### config.mk
export PLATFORM = sky130hd
export DESIGN_NAME = tweak_regfile_mp_flat
export DESIGN_NICKNAME = d
export VERILOG_FILES = /design/src/rtl/tweak_pkg.sv /design/src/rtl/tweak_regfile_mp_if.sv /design/src/rtl/tweak_clear_seq.sv /design/src/rtl/tweak_regfile_mp.sv /design/src/flat_wrapper.sv
export SDC_FILE = /design/constraint.sdc
export NUM_CORES = 1
export LEC_CHECK = 0
export CORE_MARGIN = 10
export CORE_UTILIZATION = 65
export DETAILED_ROUTE_END_ITERATION = 12
export GPL_ROUTABILITY_DRIVEN = 0
export PLACE_DENSITY = 0.85
export SYNTH_ARGS = -nofsm -noshare
export SYNTH_HDL_FRONTEND = slang
export SYNTH_SLANG_ARGS = --single-unit
export TNS_END_PERCENT = 100
### constraint.sdc
create_clock -name CLK -period 7.6 [get_ports CLK]
set_input_delay 0.76 -clock CLK [delete_from_list [all_inputs] [get_ports CLK]]
set_output_delay 0.76 -clock CLK [all_outputs]
set_load 0.03 [all_outputs]
### src/rtl/tweak_pkg.sv
// Shared definitions for the tweak register file.
//   state_e : sweep sequencer states (IDLE = 0, CLEAR = 1)
//   clog2   : address width helper, never returns less than 1
package tweak_pkg;

   typedef enum logic {
      IDLE  = 1'b0,
      CLEAR = 1'b1
   } state_e;

   function automatic int clog2(input int n);
      int r;
      r = 0;
      for (int i = 0; i < 31; i++) begin
         if ((1 << i) < n) r = i + 1;
      end
      return (r < 1) ? 1 : r;
   endfunction

endpackage

### src/rtl/tweak_regfile_mp_if.sv
// Write/read port bundle of the multi-port register file.
//   wr_en/wr_addr/wr_data : single write port
//   rd_en/rd_addr         : NREAD read strobes and packed addresses
//   rd_data/rd_valid      : packed registered read data, per-port valid pulse
// The address width is derived from DEPTH and cannot be overridden.
interface tweak_regfile_mp_if
   import tweak_pkg::*;
#(
   parameter int WIDTH = 32,
   parameter int DEPTH = 16,
   parameter int NREAD = 2
) ();

   localparam int AW = clog2(DEPTH);

   logic                   wr_en;
   logic [AW-1:0]          wr_addr;
   logic [WIDTH-1:0]       wr_data;
   logic [NREAD-1:0]       rd_en;
   logic [NREAD*AW-1:0]    rd_addr;
   logic [NREAD*WIDTH-1:0] rd_data;
   logic [NREAD-1:0]       rd_valid;

   modport master (
      output wr_en, wr_addr, wr_data, rd_en, rd_addr,
      input  rd_data, rd_valid
   );

   modport slave (
      input  wr_en, wr_addr, wr_data, rd_en, rd_addr,
      output rd_data, rd_valid
   );

endinterface

### src/rtl/tweak_clear_seq.sv
// Clear sweep sequencer: owns the IDLE/CLEAR FSM and sweep counter.
//   CLK, NRES  : clock, synchronous active-low reset (forces a fresh sweep)
//   clr        : start a sweep from IDLE
//   busy       : high while sweeping (exactly DEPTH cycles)
//   sweep_we   : zero-write strobe into the array
//   sweep_addr : register being zeroed this cycle
//
// state | meaning
// IDLE  | normal port access
// CLEAR | zeroing register[cnt] each cycle, ports ignored
module tweak_clear_seq
   import tweak_pkg::*;
#(
   parameter int DEPTH = 16,
   localparam int AW   = clog2(DEPTH)
) (
   input  logic          CLK,
   input  logic          NRES,
   input  logic          clr,
   output logic          busy,
   output logic          sweep_we,
   output logic [AW-1:0] sweep_addr
);

   localparam logic [AW-1:0] LAST = AW'(DEPTH - 1);

   state_e        state_q, state_d;
   logic [AW-1:0] cnt_q, cnt_d;

   always_comb begin
      state_d = state_q;
      cnt_d   = cnt_q;
      case (state_q)
         IDLE: begin
            if (clr) begin
               state_d = CLEAR;
               cnt_d   = '0;
            end
         end
         CLEAR: begin
            cnt_d = cnt_q + 1'b1;
            if (cnt_q == LAST) state_d = IDLE;
         end
         default: state_d = CLEAR;
      endcase
   end

   always_ff @(posedge CLK) begin
      if (!NRES) begin
         state_q <= CLEAR;
         cnt_q   <= '0;
      end else begin
         state_q <= state_d;
         cnt_q   <= cnt_d;
      end
   end

   assign busy       = (state_q == CLEAR);
   assign sweep_we   = (state_q == CLEAR);
   assign sweep_addr = cnt_q;

endmodule

### src/rtl/tweak_regfile_mp.sv
// Multi-port register file with write-first bypass and a self-clearing sweep.
//   CLK, NRES : clock, synchronous active-low reset (triggers a full sweep)
//   clr       : request a sweep zeroing every register
//   busy      : sweep in progress; port accesses are ignored meanwhile
//   bus       : slave side of tweak_regfile_mp_if (1 write, NREAD read ports)
module tweak_regfile_mp
   import tweak_pkg::*;
#(
   parameter int WIDTH   = 32,
   parameter int DEPTH   = 16,
   parameter int NREAD   = 2,
   parameter int ZERO_R0 = 0
) (
   input  logic             CLK,
   input  logic             NRES,
   input  logic             clr,
   output logic             busy,
   tweak_regfile_mp_if.slave bus
);

   localparam int AW  = clog2(DEPTH);
   localparam bit FULL = (DEPTH == (1 << AW));

   logic [WIDTH-1:0]       mem_q [DEPTH];
   logic                   mem_we;
   logic [AW-1:0]          mem_wa;
   logic [WIDTH-1:0]       mem_wd;
   logic                   sweep_we;
   logic [AW-1:0]          sweep_addr;
   logic [NREAD*WIDTH-1:0] rd_data_q, rd_data_d;
   logic [NREAD-1:0]       rd_valid_q, rd_valid_d;
   logic [AW-1:0]          ra;

   tweak_clear_seq #(.DEPTH(DEPTH)) u_seq (
      .CLK        (CLK),
      .NRES       (NRES),
      .clr        (clr),
      .busy       (busy),
      .sweep_we   (sweep_we),
      .sweep_addr (sweep_addr)
   );

   function automatic logic addr_ok(input logic [AW-1:0] a);
      return FULL || ({{(32-AW){1'b0}}, a} < 32'(DEPTH));
   endfunction

   // Register 0 reads as zero and is never stored when hardwired.
   function automatic logic is_zero_reg(input logic [AW-1:0] a);
      return (ZERO_R0 != 0) && (a == '0);
   endfunction

   // Single write mux: the sweep wins over the port.
   always_comb begin
      mem_we = 1'b0;
      mem_wa = bus.wr_addr;
      mem_wd = bus.wr_data;
      if (sweep_we) begin
         mem_we = 1'b1;
         mem_wa = sweep_addr;
         mem_wd = '0;
      end else if (NRES && bus.wr_en && addr_ok(bus.wr_addr) && !is_zero_reg(bus.wr_addr)) begin
         mem_we = 1'b1;
      end
   end

   always_ff @(posedge CLK) begin
      if (mem_we) mem_q[mem_wa] <= mem_wd;
   end

   always_comb begin
      rd_data_d  = rd_data_q;
      rd_valid_d = '0;
      ra         = '0;
      if (!busy) begin
         for (int p = 0; p < NREAD; p++) begin
            if (bus.rd_en[p]) begin
               ra            = bus.rd_addr[p*AW +: AW];
               rd_valid_d[p] = 1'b1;
               if (!addr_ok(ra) || is_zero_reg(ra))
                  rd_data_d[p*WIDTH +: WIDTH] = '0;
               else if (bus.wr_en && (bus.wr_addr == ra))
                  rd_data_d[p*WIDTH +: WIDTH] = bus.wr_data;
               else
                  rd_data_d[p*WIDTH +: WIDTH] = mem_q[ra];
            end
         end
      end
   end

   always_ff @(posedge CLK) begin
      if (!NRES) begin
         rd_data_q  <= '0;
         rd_valid_q <= '0;
      end else begin
         rd_data_q  <= rd_data_d;
         rd_valid_q <= rd_valid_d;
      end
   end

   assign bus.rd_data  = rd_data_q;
   assign bus.rd_valid = rd_valid_q;

endmodule

### src/flat_wrapper.sv
// flat-port wrapper written by rule: the top's interface ports become plain ports
module tweak_regfile_mp_flat import tweak_pkg::*;
#(
   parameter int WIDTH   = 32,
   parameter int DEPTH   = 16,
   parameter int NREAD   = 2,
   parameter int ZERO_R0 = 0
)
  (CLK, NRES, clr, busy, bus_wr_en, bus_wr_addr, bus_wr_data, bus_rd_en, bus_rd_addr, bus_rd_data, bus_rd_valid);
  tweak_regfile_mp_if #(.WIDTH(WIDTH), .DEPTH(DEPTH), .NREAD(NREAD)) bus_i ();
  input  logic CLK;
  input  logic NRES;
  input  logic clr;
  output logic busy;
  input wire logic [$bits(bus_i.wr_en)-1:0] bus_wr_en;
  input wire logic [$bits(bus_i.wr_addr)-1:0] bus_wr_addr;
  input wire logic [$bits(bus_i.wr_data)-1:0] bus_wr_data;
  input wire logic [$bits(bus_i.rd_en)-1:0] bus_rd_en;
  input wire logic [$bits(bus_i.rd_addr)-1:0] bus_rd_addr;
  output wire logic [$bits(bus_i.rd_data)-1:0] bus_rd_data;
  output wire logic [$bits(bus_i.rd_valid)-1:0] bus_rd_valid;
  assign bus_i.wr_en = bus_wr_en;
  assign bus_i.wr_addr = bus_wr_addr;
  assign bus_i.wr_data = bus_wr_data;
  assign bus_i.rd_en = bus_rd_en;
  assign bus_i.rd_addr = bus_rd_addr;
  assign bus_rd_data = bus_i.rd_data;
  assign bus_rd_valid = bus_i.rd_valid;
  tweak_regfile_mp #(.WIDTH(WIDTH), .DEPTH(DEPTH), .NREAD(NREAD), .ZERO_R0(ZERO_R0)) u_core (.CLK(CLK), .NRES(NRES), .clr(clr), .busy(busy), .bus(bus_i));
endmodule
# After elaboration in Yosys (flattened, before gate mapping)
# Memory sizes are Yosys's and may differ from the RTL's. A register that Yosys moved wholly into a read port is not among the register bits.
# Cells that the tools add are included.
# op_classes
mul	0
reduce_logical	6
order_cmp	0
addsub	1
eq_ne	2
bitwise	2
n_mux	13
div_mod_pow	0
shift	0
# op_table
op	n
$mux 32	1
$mux 1	8
$mux 4	2
$pmux 4 s2	1
$add 4x1->4 const B	1
$eq 4x4->1 const B	1
$reduce_and 2->1	2
$logic_not 1->1	2
$ne 2x2->1 const B	1
$not 1->1	2
$pmux 1 s2	1
$reduce_or 2->1	1
$logic_and 1x1->1	1
# totals
rom_bits	0
mem_count	1
reg_bits	7
ramBits	512
word_cells	28
latch_bits	0
# mem_list
name	words	word_bits	rd	rd_ports_with_merged_regs	write_ports	line_no	rtl
u_core.mem_q	16	32	2	2	1	tweak_regfile_mp.sv:24	logic [WIDTH-1:0] mem_q [DEPTH];

# Depth between registers and ports, before layout
# depth
depth_word	5
depth_mapped	8
mapped_depth_nobuf	5

# By module
# From an unflattened synthesis, not the netlist that was laid out.
# unflattened
hier_cells	1731
area_unflattened_um2	27885.5
# modules_own_cells
mod	area_per_inst_um2	cells_per_inst	n_inst
tweak_regfile_mp	27622.7	1704	1
tweak_clear_seq	262.8	27	1

# Least setup slack after synthesis
# OpenSTA, ideal clock, no wires.
# synth_path
path_type	flip-flop to flip-flop
startpoint	register u_core.u_seq.state_q (netlist: u_core.u_seq.busy)
endpoint	memory u_core.mem_q[0][0] (enable)
arrival_time_ps	2710
n_path_buf	1
path_stages_with_launch	5
slack_ps	4469
setup_ps	421
cell_sequence	dfxtp_1 buf_4 mux2i_2 nand2_1 nor2_1
# synth_via
elab_chain_len	3
elab_cells_between_ends	4
classes_between	4 x mux
# synth_rtl
element	line_no	rtl
start: declaration	tweak_clear_seq.sv:27	state_e state_q, state_d;
start signal: assignment	tweak_clear_seq.sv:53	state_q <= state_d;
$mux 1	tweak_regfile_mp.sv:57	if (sweep_we) begin
$mux 1	tweak_regfile_mp.sv:67	if (mem_we) mem_q[mem_wa] <= mem_wd;
$mux 1 (implied by the code)	tweak_regfile_mp.sv:67	
end: declaration	tweak_regfile_mp.sv:24	
# Several ways; a longest one is shown, not always the timed one.

# Final worst setup path
# layout_path
startpoint	register u_core.u_seq.state_q (netlist: u_core.u_seq.busy)
endpoint	register u_core.rd_data_q[58] (netlist: u_core.bus.rd_data[58]) (read register of u_core.mem_q)
# layout_via
elab_chain_len	2
# layout_rtl
element	line_no	rtl
$not 1->1 (no source line)	-	
$reduce_and 2->1 (no source line)	-	
end: declaration	tweak_regfile_mp.sv:30	logic [NREAD*WIDTH-1:0] rd_data_q, rd_data_d;
# No other way between the ends.
# A chain may end at the register's enable or synchronous reset.

==> results.toml <==
[power]
switching_share_pct = 21.6
leakage_nw = 9.39
power.switching_mw = 1.49
peakVddDrop_mv = 0.230
pwr-share-seq_pct = 51.0
power_frac_comb_pct = 7.1
power_density_mw_per_mm2 = 235
p_int_mw = 5.43
finalPower_mw = 6.93
pwr-share-clk_pct = 41.9

[layout]
syn_to_final_growth_pct = 14.2
stdcell_area_mm2 = 0.0294
diodes = 0
final_cell_count_no_fill = 1985
nets = 1473
drive_gt1_share_pct = 28.4

[floorplan]
fp.dieW_um = 219
rows = 72
dieHeight_um = 219
core_mm2 = 0.0389
io_pins = 117
die_area_mm2 = 0.0480
initial_core_util_pct = 66.2

[synth]
synthDistinctLibCells = 35
synth_area_per_cell_um2 = 19.4
netlist_instances = 1327
syn-cell-area_mm2 = 0.0258
ys_async_sr_fraction_pct = 0
synth_area_leaders = "edfxtp_1 60%, mux4_2 22%, dfxtp_1 5.5%"
yosysSeqAreaShare_pct = 65.2
ys.flop_type = "edfxtp_1"
synth_area_leader_cell = "edfxtp_1"
synth_commonest_cells = "512 x edfxtp_1, 256 x mux4_2, 130 x a22oi_1, 71 x dfxtp_1, 69 x clkbuf_1"
ys_seq_elements = 583
yosysWarnings = 0
syn_nets = 1378
synth_top_area_share_pct = 59.6
synth.most_common_cell = "edfxtp_1"
synth_edf_count = 512

[setup_path]
crit_buf_inv = 2
path_common_cell = "buf_4"
path_cells = "buf_4 -> mux2i_2 -> xnor2_1 -> o41ai_4 -> buf_4 -> a21oi_1 -> a221o_1"
setup.worst_path.class = "flop to flop"
cp_max_fo = 50
slowest_stage = "o41ai_4"
cp_data_arrival_time_ns = 4.20
cp_data_required_time_ns = 8.08
cp-start-kind = "flop"
slowest_delay_ns = 0.85
cp-end-kind = "flop"
cpLargestDelayFamily = "compound AO/OA/AOI/OAI gates"

[drt]
wl_per_cell_um = 36.5
route.detailed.drc = 0
drtAntennaViolNets = 0
num_vias = 15600
drt-initial-drc-count = 2836
drt_wl_total_mm = 72.5
viasPerCell = 7.86
drt_first_pass_iters = 5

[sta]
tns_ns = 0
slew_headroom_pct = 14.5
worst_slew_pin_slew_ns = 1.28
fmax_mhz = 269
rsz0062_at_grt = "false"
finalCritPeriodShare_pct = 48.9
fin_crit_ns = 3.71
maxSlewViolCount = 0
skew_ns = 0.0118
setup_violations = 0
hold_ws_ns = 0.487
final_hold_viol_count = 0

[clock_network]
cts_tree = "built"
clkSinkCount = 583
cts_made_buffers = 56
insertion_delay_ns = 0.61
holdBufCountCts = 0
cts_setup_buffers = 0
cts_max_path_buffers = 3
cts_root_buffer = "clkbuf_16"
cts_resized = 0
htree_levels = 2
clk_pin_slew_ns = 0.06

[grt]
grt_pass1_vias = 16200
grt_antenna_before_repair = 0
globalRouteTotalUtil_pct = 30.4
grt_max_degree = 118
grt_pass1_wl_mm = 106
grt_overflow = 0

[place]
place_inst = 1882
port_buffers = 116
placed_area_mm2 = 0.0275
post-dp-hpwl_mm = 39.4

[min_path]
hold_path_class = "flop to flop"

[flow_run]
max_cap_viol_count = 0

[run_status]
status = "finished, final reports clean"
-- metrics by stage --
stage | utilization, % | worst slack [ns]
after global placement | 70.8 | 3.92
after global routing | 75.7 | 3.86
after floorplan | - | 4.47
after CTS | 75.7 | 3.97
after detailed placement | 70.8 | 3.86
final | 75.7 | 3.89
-- power by group through the flow --
stage | sequential (mW) | combinational, mW | clock (mW)
after global routing | 3.53 | 0.513 | 3.02
after detailed placement | 3.60 | 0.482 | 0
after floorplan | 3.59 | 0.325 | 0
after global placement | 3.59 | 0.473 | 0
final | 3.53 | 0.494 | 2.90
after CTS | 3.53 | 0.489 | 2.90
-- cell type report --
type	instances	area, µm²
sequential	583	16800
clock inverter	30	349
fill	2078	9470
timing repair buffer	151	1440
tap	518	648
clock buffer	73	1560
inverter	2	7.51
multi-input combinational	628	8650
-- per-layer routing --
metal  GRT usage (%)  vias up  share of wire [%]
li1                -     5975                  -
met5               0        -                  0
met2            50.0     1476                 49
met1            37.4     7823                 31
met3            6.70      329                 13
met4            16.6        0                6.0
-- flip-flops by register name, indices dropped and copies added, names as in the netlist --
| signal | flops |
|---|---|
| u_core.u_seq.sweep_addr | 4 |
| u_core.mem_q | 512 |
| u_core.u_seq.busy | 1 |
| u_core.bus.rd_data | 64 |
| u_core.bus.rd_valid | 2 |
-- final timing paths --
kind / from / to / slack (ns) / cells after the start
setup / recovery: u_core.u_seq.busy / u_core.bus.rd_data[58] / 3.89 / 7
hold / removal: u_core.bus.rd_data[25] / u_core.bus.rd_data[25] / 0.49 / 1
setup reg to reg: u_core.u_seq.busy / u_core.bus.rd_data[58] / 3.89 / 7
hold reg to reg: u_core.bus.rd_data[25] / u_core.bus.rd_data[25] / 0.49 / 1
-- cell usage in the layout (no fill, tap or decap), types with 12 or more instances in the layout --
| master | synthesis | final |
|---|---|---|
| a21oi_1 | 67 | 67 |
| a221o_1 | 64 | 64 |
| nor2_4 | 0 | 18 |
| clkinv_2 | 0 | 12 |
| mux4_2 | 256 | 256 |
| a22oi_1 | 130 | 130 |
| dfxtp_1 | 71 | 70 |
| edfxtp_1 | 512 | 512 |
| clkdlybuf4s50_1 | 0 | 112 |
| nor2b_1 | 39 | 35 |
| buf_4 | 1 | 36 |
| clkbuf_16 | 0 | 57 |
-- kinds of logic after synthesis --
group	after synthesis	share of synthesized area, %
and+or+nand+nor	85	1.82
xor gates and xnor gates	10	0.369
DFF	583	65.2
buffers and inverters	116	2.04
muxes	261	22.6
AOI/OAI and AO/OA	271	7.96
adders and majority gates	1	0.0485
-- worst register-to-register path, cell delays in order (launching register included) --
cell	delay, ns
dfxtp_2	0.31
buf_4	0.71
mux2i_2	0.52
xnor2_1	0.20
o41ai_4	0.85
buf_4	0.55
a21oi_1	0.13
a221o_1	0.32
Power figures use the tool's default switching activity.
